<file path="config.mk">
export PLATFORM = sky130hd
export DESIGN_NAME = router_req_gen
export DESIGN_NICKNAME = d
export VERILOG_FILES = /design/src/rtl/router_pkg.sv /design/src/rtl/router_sat_cnt.sv /design/src/rtl/router_req_gen.sv
export SDC_FILE = /design/constraint.sdc
export NUM_CORES = 1
export LEC_CHECK = 0
export ABC_AREA = 1
export CAP_MARGIN = 20
export CORE_ASPECT_RATIO = 2
export CORE_MARGIN = 8
export CORE_UTILIZATION = 39
export DETAILED_ROUTE_END_ITERATION = 8
export GPL_TIMING_DRIVEN = 0
export PLACE_DENSITY_LB_ADDON = 0.15
export SLEW_MARGIN = 30
export SYNTH_ARGS = -nofsm -noshare
export SYNTH_HDL_FRONTEND = slang
export SYNTH_HIERARCHICAL = 1
export SYNTH_SLANG_ARGS = --single-unit
</file>
<file path="constraint.sdc">
create_clock -name user_clk -period 4.1 [get_ports user_clk]
set_clock_uncertainty 0.2 [all_clocks]
set_input_delay 0.615 -clock user_clk [delete_from_list [all_inputs] [get_ports user_clk]]
set_output_delay 0.615 -clock user_clk [all_outputs]
set_load 0.01 [all_outputs]
</file>
<file path="src/rtl/router_pkg.sv">
// Shared types and constants for the router request generator.
package router_pkg;

  localparam int ROUTER_ADDR_W = 10;

  typedef enum logic [2:0] {
    IDLE,
    REQ,
    WAIT_DONE,
    WAIT_LOW,
    GAP
  } rtr_req_state_t;

  // Counter width able to hold 0..n-1; never narrower than one bit.
  function automatic int cnt_w(input int n);
    return (n > 1) ? $clog2(n) : 1;
  endfunction

endpackage

</file>
<file path="src/rtl/router_sat_cnt.sv">
// Saturating up-counter with synchronous clear; holds at all-ones.
module router_sat_cnt #(
  parameter int W = 16
) (
  input  logic         user_clk,
  input  logic         clr,
  input  logic         inc,
  output logic [W-1:0] value
);

  // NOTE: sequential state is always written with non-blocking assignments.
  always_ff @(posedge user_clk) begin
    if (clr) begin
      value <= '0;
    end else if (inc && (value != '1)) begin
      value <= value + 1'b1;
    end
  end

endmodule

</file>
<file path="src/rtl/router_req_gen.sv">
// Issues 4-phase start/done requests to the router with timeout supervision.
// Optional macro ROUTER_REQ_AUTO_EN adds an internal destination-sweep command source.
module router_req_gen
  import router_pkg::*;
#(
  parameter int ADDR_W      = ROUTER_ADDR_W,
  parameter int TIMEOUT_CYC = 65535,
  parameter int GAP_CYC     = 4,
  parameter int CNT_W       = 16
) (
  input  logic              user_clk,
  input  logic              reset,
  input  logic              channel_up,
  input  logic              cmd_valid,
  output logic              cmd_ready,
  input  logic [ADDR_W-1:0] cmd_src,
  input  logic [ADDR_W-1:0] cmd_dst,
`ifdef ROUTER_REQ_AUTO_EN
  input  logic              auto_en,
  input  logic [ADDR_W-1:0] auto_src,
`endif
  output logic              router_start_req,
  output logic [ADDR_W-1:0] router_scr_addr,
  output logic [ADDR_W-1:0] router_dst_addr,
  input  logic              router_done,
  output logic              busy,
  output logic              timeout_pulse,
  output logic [CNT_W-1:0]  done_cnt,
  output logic [CNT_W-1:0]  timeout_cnt
);

  localparam int TMR_W = cnt_w(TIMEOUT_CYC);
  localparam int GAP_W = cnt_w(GAP_CYC);

  rtr_req_state_t    state, state_nxt;
  logic [TMR_W-1:0]  tmr;
  logic [GAP_W-1:0]  gap_cnt;
  logic              launch_ok, accept, done_evt, to_evt, timer_hit, gap_last;
  logic [ADDR_W-1:0] src_sel, dst_sel;

`ifdef ROUTER_REQ_AUTO_EN
  logic [ADDR_W-1:0] sweep;
  assign src_sel = auto_en ? auto_src : cmd_src;
  assign dst_sel = auto_en ? sweep    : cmd_dst;
`else
  assign src_sel = cmd_src;
  assign dst_sel = cmd_dst;
`endif

  assign launch_ok = channel_up && !router_done && !reset;
  assign timer_hit = (TIMEOUT_CYC != 0) && (tmr == TMR_W'(TIMEOUT_CYC - 1));
  assign gap_last  = (gap_cnt == GAP_W'(GAP_CYC - 1));
  assign busy      = (state != IDLE);

  always_ff @(posedge user_clk) begin
    if (reset) state <= IDLE;
    else       state <= state_nxt;
  end

  always_comb begin
    // NOTE: every output of this block gets a default first so no latch is inferred.
    state_nxt = state;
    cmd_ready = 1'b0;
    accept    = 1'b0;
    done_evt  = 1'b0;
    to_evt    = 1'b0;
    case (state)
      IDLE: begin
`ifdef ROUTER_REQ_AUTO_EN
        cmd_ready = launch_ok && !auto_en;
        accept    = launch_ok && (auto_en || cmd_valid);
`else
        cmd_ready = launch_ok;
        accept    = launch_ok && cmd_valid;
`endif
        if (accept) state_nxt = REQ;
      end
      REQ, WAIT_DONE: begin
        // Completion takes priority over both timeout and link loss.
        if (router_done) begin
          done_evt  = 1'b1;
          state_nxt = WAIT_LOW;
        end else if (!channel_up || timer_hit) begin
          to_evt    = 1'b1;
          state_nxt = WAIT_LOW;
        end else if (state == REQ) begin
          state_nxt = WAIT_DONE;
        end
      end
      WAIT_LOW: begin
        if (!router_done) state_nxt = (GAP_CYC == 0) ? IDLE : GAP;
      end
      GAP: begin
        if (gap_last) state_nxt = IDLE;
      end
      default: state_nxt = IDLE;
    endcase
  end

  always_ff @(posedge user_clk) begin
    if (reset) begin
      router_start_req <= 1'b0;
      router_scr_addr  <= '0;
      router_dst_addr  <= '0;
      timeout_pulse    <= 1'b0;
      tmr              <= '0;
      gap_cnt          <= '0;
`ifdef ROUTER_REQ_AUTO_EN
      sweep            <= '0;
`endif
    end else begin
      timeout_pulse <= to_evt;
      if (accept) begin
        router_start_req <= 1'b1;
        router_scr_addr  <= src_sel;
        router_dst_addr  <= dst_sel;
      end
      if (done_evt || to_evt) router_start_req <= 1'b0;
      // Timer is zero in REQ and counts cycles the request has been high.
      if (state == REQ || state == WAIT_DONE) tmr <= tmr + 1'b1;
      else                                    tmr <= '0;
      if (state == GAP) gap_cnt <= gap_cnt + 1'b1;
      else              gap_cnt <= '0;
`ifdef ROUTER_REQ_AUTO_EN
      if (done_evt || to_evt) sweep <= sweep + 1'b1;
`endif
    end
  end

  router_sat_cnt #(.W(CNT_W)) u_done_cnt (
    .user_clk (user_clk),
    .clr      (reset),
    .inc      (done_evt),
    .value    (done_cnt)
  );

  router_sat_cnt #(.W(CNT_W)) u_timeout_cnt (
    .user_clk (user_clk),
    .clr      (reset),
    .inc      (to_evt),
    .value    (timeout_cnt)
  );

endmodule

</file>
==> out/metrics.csv, run 1 <==
stage,metric,value,unit
status,status,"complete, no violations",
sta,Setup Viol. Count Final,0,
synthesis,"Seq/Total Area, Yosys",39.79,%
sta,Worst slew margin,69.90,%
synthesis,Syn Inst Count,555,
sta,worst slew pin tran,450.1,ps
worst_hold_path,min-delay worst type,reg -> reg,
sta,"Slew Viols, Final",0,
floorplanning,Core ar.,9572,um2
worst_setup_path,Worst setup EP type,output port,
synthesis,synthesized area,3774,um2
power_and_ir_drop,P per Cell Area,393.4,nW/um2
layout,layout cell share with drive strength beyond 1,11.54,%
drt,final WL,9149,um
layout,fill count,974,
floorplanning,row count,51,
power_and_ir_drop,Pwr Total,1975,uW
clock_network,CTS-repair resized insts,0,
synthesis,register bit total from synthesis,75,
clock_network,Post-CTS Setup Bufs,0,
worst_setup_path,crit path DAT,2230,ps
sta,RSZ-0062 raised after global routing,false,
global_route,first-pass GRT wire length,15910,um
synthesis,synthesized net count,585,
sta,Max Freq,328.8,MHz
clock_network,CTS tree,built,
synthesis,yosys warns,6,
power_and_ir_drop,Leakage,0.002005,uW
run,max_cap viols,0,
placed_design,Port-buffer cells,80,
layout,layout net count,676,
clock_network,Inserted Clock Buffers,9,
synthesis,Syn Area/Cell,6.799,um2
sta,final hold slack,238.4,ps
drt,vias after detailed routing,3585,
floorplanning,num ports,81,
clock_network,cts hold-fix bufs,0,
sta,Post-Route Setup TNS,0,ps
worst_setup_path,WP data required,3280,ps
layout,fin area,5021,um2
worst_setup_path,CP max FO,8,
synthesis,Synth top area share,39.79,%
drt,ANT nets after route,0,
synthesis,synth top area cells,"dfxtp_1 (40%), nor2_1 (13%), nand2_1 (13%)",
clock_network,Clock Latency Late Sink,330,ps
floorplanning,initial cell density of the core,39.42,%
global_route,largest net degree at the start of global routing,12,
sta,Final Hold Vio Count,0,
power_and_ir_drop,Worst VDD drop,0.0002121,V
global_route,initial antenna violation count,0,
layout,"commonest non-fill, non-tap cell in the layout",nor2_1,
floorplanning,Die Span Y,155.1,um
layout,synth-to-layout area growth,33.06,%
clock_network,clk sink count,75,
drt,Starting DRT DRC Count,179,
layout,Finished Layout Cells,756,
clock_network,Max Root-Sink Buffers,2,
drt,Vias/cell,4.742,
sta,minimum clock period after layout,3042,ps
clock_network,CTS root buffer,clkbuf_16,
synthesis,cell taking the most area after synthesis,dfxtp_1,
floorplanning,die area,13270,um2
clock_network,"CTS clk-pin slew, worst paths",60,ps
placed_design,placed insts,741,
worst_setup_path,CP Class,in -> out,
global_route,gr usage total,14.74,%
global_route,vias in the first global route,3526,
layout,most frequent cells in the layout,"nor2_1 (132), nand2_1 (126), clkdlybuf4s50_1 (80)",
drt,Detailed Routing Iterations Pass 1,7,
drt,routed length per instance,12.10,um
global_route,Congestion Overflow GR,0,
clock_network,CTS H-tree depth,3,
placed_design,GPL Wtd Cong,0.8049,
synthesis,distinct cell type count of the synthesized netlist,32,
worst_setup_path,Critical Path Source Type,primary input,
placed_design,dpl cell area,4707,um2
layout,ANT cells,0,
drt,DRC,0,
sta,Tcrit/Tclk final,74.19,%
placed_design,DP HPWL,6857,um
floorplanning,die width,85.56,um
## critical path, cell delays in order
cell,delay [ps]
clkdlybuf4s50_1,640
inv_4,220
nand3_1,90
nor2_1,110
clkdlybuf4s50_1,550
## cells in the mapped netlist (all sizes together)
cell type  instances
nor2             165
nand2            133
dfxtp             75
inv               48
nand3             36
o21ai             29
a21oi             26
nand4             10
buf                7
or2                7
nor3               6
ha                 5
clkbuf             4
nand3b             2
nor3b              1
xnor2              1
## logic make-up (layout without fill, tap and decap cells)
family                   count (synthesis)  count (layout)  synth area share (%)
AO/OA/AOI/OAI                           55              55                 7.294
AND/OR/NAND/NOR                        360             360                 43.90
XOR/XNOR                                 1               1                0.2321
buffers and inverters                   59             154                 7.128
adder cells (fa/ha/maj)                  5               5                 1.658
flip-flops                              75              75                 39.79
## worst paths after layout
kind | from | end | slack (ps) | cells past startpoint
max | reset | cmd_ready | 1060 | 5
min | gap_cnt[0]$_SDFF_PP0_ | gap_cnt[0]$_SDFF_PP0_ | 240 | 1
max reg2reg | tmr[0]$_SDFF_PP0_ | u_timeout_cnt/value[13]$_SDFFE_PP0P_ | 1800 | 17
min reg2reg | gap_cnt[0]$_SDFF_PP0_ | gap_cnt[0]$_SDFF_PP0_ | 240 | 1
## report_power, final
part	switching (uW)	total (uW)	internal, uW
registers	31.8	801	769
clock network	289	824	535
logic	195	350	155
total	516	1980	1460
## state kept, by name, indices dropped and copies added (netlist names)
name,count
tmr,16
router_start_req,1
timeout_pulse,1
gap_cnt,2
u_timeout_cnt/value,16
router_dst_addr,10
router_scr_addr,10
u_done_cnt/value,16
state,3
## through the flow
step                      setup WS [ps]  util [%]
after floorplan                    2097         -
after global placement             1055     49.18
after detailed placement           1039     49.18
after CTS                          1020     52.46
after global routing              894.0     52.46
final                              1058     52.46
## per-layer routing
layer / track usage, % / routed length [um]
met1: 16.81 / 4011
met2: 22.40 / 4008
met3: 7.765 / 964
met4: 6.061 / 165
met5: 0 / 0
## area by class of cell
| class | count | area [um2] | area share [%] |
|---|---|---|---|
| inverter | 48 | 182.7 | 3.638 |
| multi-input combinational | 421 | 2003 | 39.90 |
| sequential | 75 | 1501 | 29.90 |
| clock inverter | 1 | 30.03 | 0.5981 |
| buffer | 11 | 86.33 | 1.719 |
| timing repair buffer | 80 | 800.8 | 15.95 |
| tap | 106 | 132.6 | 2.641 |
| clock buffer | 14 | 284.0 | 5.657 |
(Power assumes the default switching activity.)
==> inputs of run 2 (changes only) <==
==> constraint.sdc (replaced) <==
create_clock -name user_clk -period 2.5 [get_ports user_clk]
set_clock_uncertainty 0.2 [all_clocks]
set_input_delay 0.375 -clock user_clk [delete_from_list [all_inputs] [get_ports user_clk]]
set_output_delay 0.375 -clock user_clk [all_outputs]
set_load 0.01 [all_outputs]
==> out/metrics.csv, run 2 (same netlist as run 1, synthesis figures left out) <==
stage,metric,value,unit,change
worst_setup_path,"Critical Path, Cell by Cell",clkdlybuf4s50_1 -> inv_1 -> nand3_1 -> nor2_1 -> clkdlybuf4s50_1,,
worst_setup_path,WP data required,1920,ps,-1360 ps
floorplanning,row count,51,,unchanged
global_route,vias in the first global route,3526,,unchanged
worst_setup_path,crit path max-delay cell type,clkdlybuf4s50_1,,
placed_design,pre-CTS setup slack,-81.30,ps,-1120 ps
clock_network,CTS tree,built,,
sta,Worst slew margin,70.18,%,+0.28 points
floorplanning,die width,85.56,um,unchanged
worst_setup_path,Worst setup EP type,output port,,
clock_network,CTS H-tree depth,3,,unchanged
drt,Detailed Routing Iterations Pass 1,5,,-2
layout,synth-to-layout area growth,33.29,%,
status,status,"complete, no violations",,
worst_hold_path,hold path endpoint,gap_cnt[0]$_SDFF_PP0_,,
global_route,Congestion Overflow GR,0,,unchanged
clock_network,CTS root buffer,clkbuf_16,,
placed_design,placed insts,741,,unchanged
layout,Finished Layout Cells,756,,unchanged
layout,"commonest non-fill, non-tap cell in the layout",nor2_1,,
power_and_ir_drop,Leakage,0.002007,uW,about the same
drt,vias after detailed routing,3577,,-0.22%
worst_setup_path,max incr delay on CP,550,ps,-90 ps
floorplanning,num ports,81,,unchanged
layout,most frequent cells in the layout,"nor2_1 (131), nand2_1 (126), clkdlybuf4s50_1 (79)",,
worst_setup_path,R2R setup slack,240,ps,-1560 ps
layout,layout cell share with drive strength beyond 1,11.85,%,+0.31 points
drt,routed length per instance,12.10,um,about the same
floorplanning,Die Span Y,155.1,um,unchanged
power_and_ir_drop,Worst VDD drop,0.0003519,V,+66%
sta,Tcrit/Tclk final,94.73,%,
sta,Setup Viol. Count Final,0,,unchanged
sta,Setup WS post-layout,131.7,ps,-926.7 ps
drt,Starting DRT DRC Count,179,,unchanged
worst_setup_path,CP Class,in -> out,,
worst_setup_path,reg2reg start,state[0]$_SDFFE_PP0P_,,
placed_design,dpl cell area,4707,um2,unchanged
layout,fill count,973,,-0.10%
worst_setup_path,crit path DAT,1790,ps,-440 ps
placed_design,Port-buffer cells,80,,unchanged
clock_network,cts hold-fix bufs,0,,unchanged
worst_setup_path,CP max FO,5,,-3
sta,Max Freq,422.2,MHz,
drt,final WL,9147,um,about the same
layout,ANT cells,0,,unchanged
sta,RSZ-0062 raised after global routing,false,,
power_and_ir_drop,P per Cell Area,644.9,nW/um2,+64%
global_route,largest net degree at the start of global routing,12,,unchanged
worst_setup_path,Critical Path Source Type,primary input,,
run,max_cap viols,0,,unchanged
global_route,initial antenna violation count,0,,unchanged
worst_setup_path,Worst path most repeated cell,clkdlybuf4s50_1,,
clock_network,Max Root-Sink Buffers,2,,unchanged
sta,"Slew Viols, Final",0,,unchanged
global_route,gr usage total,14.74,%,unchanged
worst_hold_path,Hold Crit Depth,1,,unchanged
clock_network,Post-CTS Setup Bufs,0,,unchanged
sta,Final Hold Vio Count,0,,unchanged
worst_setup_path,FF-to-FF path depth,13,,-4
placed_design,DP HPWL,6857,um,unchanged
worst_setup_path,Reg-to-Reg End,u_done_cnt/value[13]$_SDFFE_PP0P_,,
floorplanning,initial cell density of the core,39.42,%,unchanged
floorplanning,Core ar.,9572,um2,unchanged
floorplanning,die area,13270,um2,unchanged
drt,ANT nets after route,0,,unchanged
sta,minimum clock period after layout,2368,ps,
drt,DRC,0,,unchanged
worst_hold_path,HP Start,gap_cnt[0]$_SDFF_PP0_,,
clock_network,clk sink count,75,,unchanged
clock_network,Inserted Clock Buffers,9,,unchanged
layout,layout net count,676,,unchanged
clock_network,"CTS clk-pin slew, worst paths",60,ps,about the same
global_route,first-pass GRT wire length,15910,um,unchanged
placed_design,GPL Wtd Cong,0.8049,,unchanged
drt,Vias/cell,4.731,,-0.22%
worst_hold_path,min-delay worst type,reg -> reg,,
layout,top flop regs,"tmr: 16 flops, u_done_cnt/value: 16 flops, u_timeout_cnt/value: 16 flops",,
sta,worst slew pin tran,447.3,ps,-2.738 ps
layout,fin area,5030,um2,+0.17%
clock_network,Clock Latency Late Sink,330,ps,about the same
-- run 2: changes by cell type in the layout (fill, tap and decap cells not counted), sizes merged --
cell / change
buf: -1
clkbuf: +1
clkdlybuf4s50: -1
dlygate4sd2: +1
-- run 2: worst max path at each step --
stage | cells after the start | end | startpoint | slack (ps)
finish | 5 | cmd_ready | router_done | 130
global route | 17 | u_timeout_cnt/value[13]$_SDFFE_PP0P_ | tmr[0]$_SDFF_PP0_ | 0.9
CTS | 5 | cmd_ready | router_done | 130
detailed placement | 5 | cmd_ready | reset | -80
global placement | 5 | cmd_ready | reset | -70
floorplan | 17 | u_timeout_cnt/value[13]$_SDFFE_PP0P_ | tmr[0]$_SDFF_PP0_ | 500
-- run 2: area by class of cell --
type | instances | area, um2 | area share, %
well taps | 106 | 132.6 | 2.637
multi-input cells | 421 | 2011 | 39.98
inverters | 48 | 182.7 | 3.632
clock buffers | 14 | 284.0 | 5.647
flip-flops and latches | 75 | 1501 | 29.85
clock inverters | 1 | 30.03 | 0.5970
repair buffers | 80 | 799.5 | 15.90
plain buffers | 11 | 88.84 | 1.766
-- run 2: worst max-delay path, delay by kind of cell --
family	cells	cell delay (ps)
buffers and inverters	3	1210
and+or+nand+nor	2	200
-- run 2: power breakdown --
group	switching, uW	internal [uW]	total (uW)
sequential	52.1	1260	1310
clock	475	877	1350
combinational	323	255	578
total	850	2390	3240
-- run 2: what timing repair did --
| item | CTS | global route |
|---|---|---|
| pin swaps | 0 | 1 |
| gates cloned | 0 | 0 |
| endpoints found under the setup margin | 1 | 4 |
| gates resized for setup | 1 | 3 |
-- run 2: routing by layer --
layer / global-route usage (%) / up-vias / share of wire [%]
li1: - / 1928 / -
met2: 22.40 / 95 / 44
met4: 6.061 / 0 / 1.8
met5: 0 / - / 0
met3: 7.765 / 9 / 11
met1: 16.81 / 1545 / 44
-- run 2: metrics by stage --
step / utilization, % / setup TNS, ps / power (uW) / hold slack [ps]
3_5_place_dp: 49.18 / -81.30 / 1918 / 220.7
3_3_place_gp: 49.18 / -65.11 / 1915 / 213.7
6_report: 52.55 / 0 / 3244 / 237.7
4_1_cts: 52.44 / 0 / 3295 / 237.5
2_1_floorplan: - / 0 / 1696 / 198.3
5_1_grt: 52.55 / 0 / 3431 / 274.6
==> inputs of run 3 (changes only) <==
--- a/config.mk
+++ b/config.mk
@@ -13,7 +13,6 @@
 export DETAILED_ROUTE_END_ITERATION = 8
 export GPL_TIMING_DRIVEN = 0
 export PLACE_DENSITY_LB_ADDON = 0.15
-export SLEW_MARGIN = 30
 export SYNTH_ARGS = -nofsm -noshare
 export SYNTH_HDL_FRONTEND = slang
 export SYNTH_HIERARCHICAL = 1
==> constraint.sdc (replaced) <==
create_clock -name user_clk -period 2 [get_ports user_clk]
set_clock_uncertainty 0.2 [all_clocks]
set_input_delay 0.3 -clock user_clk [delete_from_list [all_inputs] [get_ports user_clk]]
set_output_delay 0.3 -clock user_clk [all_outputs]
set_load 0.01 [all_outputs]
==> out/metrics.csv, run 3 (same netlist as run 1, synthesis figures left out) <==
stage,metric,value,unit,change
sta,Setup WS post-layout,-45.31,ps,-177.0 ps
global_route,first-pass GRT wire length,16180,um,+1.7%
sta,"Slew Viols, Final",0,,unchanged
worst_setup_path,Critical Path Source Type,register,,
floorplanning,die width,85.56,um,unchanged
layout,"commonest non-fill, non-tap cell in the layout",nor2_1,,
floorplanning,initial cell density of the core,39.42,%,unchanged
clock_network,Clock Latency Late Sink,330,ps,about the same
floorplanning,Die Span Y,155.1,um,unchanged
worst_hold_path,min-delay worst type,reg -> reg,,
global_route,initial antenna violation count,0,,unchanged
clock_network,clk sink count,75,,unchanged
drt,Vias/cell,4.853,,+2.6%
worst_setup_path,WP data required,2030,ps,+110 ps
sta,Worst slew margin,74.31,%,+4.1 points
drt,final WL,9352,um,+2.2%
drt,DRC,0,,unchanged
worst_setup_path,CP max FO,4,,-1
drt,routed length per instance,12.24,um,+1.2%
worst_setup_path,CP Class,reg -> reg,,
placed_design,GPL Wtd Cong,0.8486,,+5.4%
status,failing checks,setup timing,,
clock_network,cts hold-fix bufs,0,,unchanged
layout,layout net count,683,,+1.0%
clock_network,CTS tree,built,,
power_and_ir_drop,Pwr Total,4203,uW,+30%
clock_network,"CTS clk-pin slew, worst paths",60,ps,about the same
worst_setup_path,max incr delay on CP,320,ps,-230 ps
placed_design,pre-CTS setup slack,-361.1,ps,-279.8 ps
layout,layout cell share with drive strength beyond 1,17.78,%,+5.9 points
sta,Post-Route Setup TNS,-112.5,ps,-112.5 ps
sta,Tcrit/Tclk final,102.3,%,
power_and_ir_drop,P per Cell Area,804.6,nW/um2,+25%
sta,Final Hold Vio Count,0,,unchanged
layout,top flop regs,"tmr: 16 flops, u_done_cnt/value: 16 flops, u_timeout_cnt/value: 16 flops",,
worst_setup_path,Worst setup EP type,register,,
clock_network,CTS H-tree depth,3,,unchanged
global_route,largest net degree at the start of global routing,14,,+2
power_and_ir_drop,Worst VDD drop,0.0004824,V,+37%
floorplanning,die area,13270,um2,unchanged
floorplanning,num ports,81,,unchanged
power_and_ir_drop,Leakage,0.002062,uW,+2.7%
sta,worst slew pin tran,385.4,ps,-61.96 ps
placed_design,dpl cell area,4710,um2,about the same
worst_setup_path,crit path DAT,2070,ps,+280 ps
sta,minimum clock period after layout,2045,ps,
layout,synth-to-layout area growth,38.43,%,
worst_setup_path,CP Buf/Inv Count,3,,unchanged
drt,vias after detailed routing,3708,,+3.7%
placed_design,Port-buffer cells,80,,unchanged
drt,Starting DRT DRC Count,130,,-27%
worst_setup_path,crit path max-delay cell type,dfxtp_2,,
layout,fin area,5224,um2,+3.9%
clock_network,Max Root-Sink Buffers,2,,unchanged
layout,ANT cells,0,,unchanged
sta,Max Freq,488.9,MHz,
global_route,gr usage total,14.92,%,+0.18 points
drt,Detailed Routing Iterations Pass 1,4,,-1
floorplanning,Core ar.,9572,um2,unchanged
global_route,Congestion Overflow GR,0,,unchanged
clock_network,CTS root buffer,clkbuf_16,,
floorplanning,row count,51,,unchanged
clock_network,Inserted Clock Buffers,9,,unchanged
sta,Setup Viol. Count Final,3,,+3
worst_setup_path,crit-path leading delay family,simple AND/OR/NAND/NOR gates,,
placed_design,DP HPWL,6908,um,+0.74%
layout,most frequent cells in the layout,"nor2_1 (125), nand2_1 (119), clkdlybuf4s50_1 (77)",,
drt,ANT nets after route,0,,unchanged
run,max_cap viols,0,,unchanged
sta,RSZ-0062 raised after global routing,true,,
worst_setup_path,"Critical Path, Cell by Cell",inv_2 -> ha_4 -> nand2_2 -> inv_2 -> nand2_1 -> nor2_1 -> nand2_1 -> nand2_2 -> nand3_4 -> clkinv_4 -> nand3_2 -> or2_0 -> nor2_1 -> nand3_1 -> nand2_1 -> nor2_1,,
status,status,"complete, but fails checks",,
global_route,vias in the first global route,3537,,+0.31%
run 3: cell types whose count changed in the layout (fill, tap and decap cells not counted), sizes merged:
cell	previous run	this run
clkdlybuf4s50	79	77
bufinv	1	2
inv	48	47
clkinvlp	0	3
dlygate4sd2	1	3
buf	6	14
clkinv	0	3
clkbuf	19	13
run 3: worst register-to-register path, delay by kind of cell (launching register included):
kind	cells	cell delay [ps]
simple gates	12	1100
flops	1	320
buf+inv	3	180
fa+ha+maj	1	130
run 3: routing by layer:
metal / vias to the layer above / routed length [um] / part of all wire [%] / global-route usage [%]
met2: 78 / 4489 / 48 / 24.74
met3: 12 / 593 / 6.3 / 4.754
met1: 1666 / 4119 / 44 / 17.03
met4: 0 / 150 / 1.6 / 6.313
li1: 1952 / - / - / -
met5: - / 0 / 0 / 0
run 3: report_power, final:
| group | switching, uW | internal (uW) |
|---|---|---|
| clock | 649 | 1090 |
| combinational | 454 | 369 |
| sequential | 61.3 | 1580 |
| total | 1160 | 3040 |
run 3: metrics by stage:
| stage | hold slack, ps | cells | util, % |
|---|---|---|---|
| after CTS | 228.9 | 762 | 53.62 |
| after detailed placement | 214.0 | 741 | 49.20 |
| after global routing | 265.5 | 764 | 54.58 |
| final | 230.2 | 764 | 54.58 |
| after floorplan | 172.4 | 555 | - |
| after global placement | 210.9 | 741 | 49.20 |
run 3: worst paths after layout:
path	cells after the start	start	slack, ps	end
max	16	tmr[0]$_SDFF_PP0_	-50	u_timeout_cnt/value[13]$_SDFFE_PP0P_
min reg2reg	1	gap_cnt[0]$_SDFF_PP0_	230	gap_cnt[0]$_SDFF_PP0_
min	1	gap_cnt[0]$_SDFF_PP0_	230	gap_cnt[0]$_SDFF_PP0_
max reg2reg	16	tmr[0]$_SDFF_PP0_	-50	u_timeout_cnt/value[13]$_SDFFE_PP0P_
run 3: what timing repair did:
action / CTS / global route
buffers inserted: 5 / 3
pin swaps: 12 / 16
setup endpoints to repair: 16 / 21
gates resized for setup: 27 / 27
run 3: final cells by class:
cell class,count,area (um2)
well taps,106,132.6
flip-flops and latches,75,1509
clock buffers,9,225.2
inverters,48,190.2
multi-input cells,421,2126
fillers,961,4348
plain buffers,10,87.58
clock inverters,7,92.59
repair buffers,88,860.8
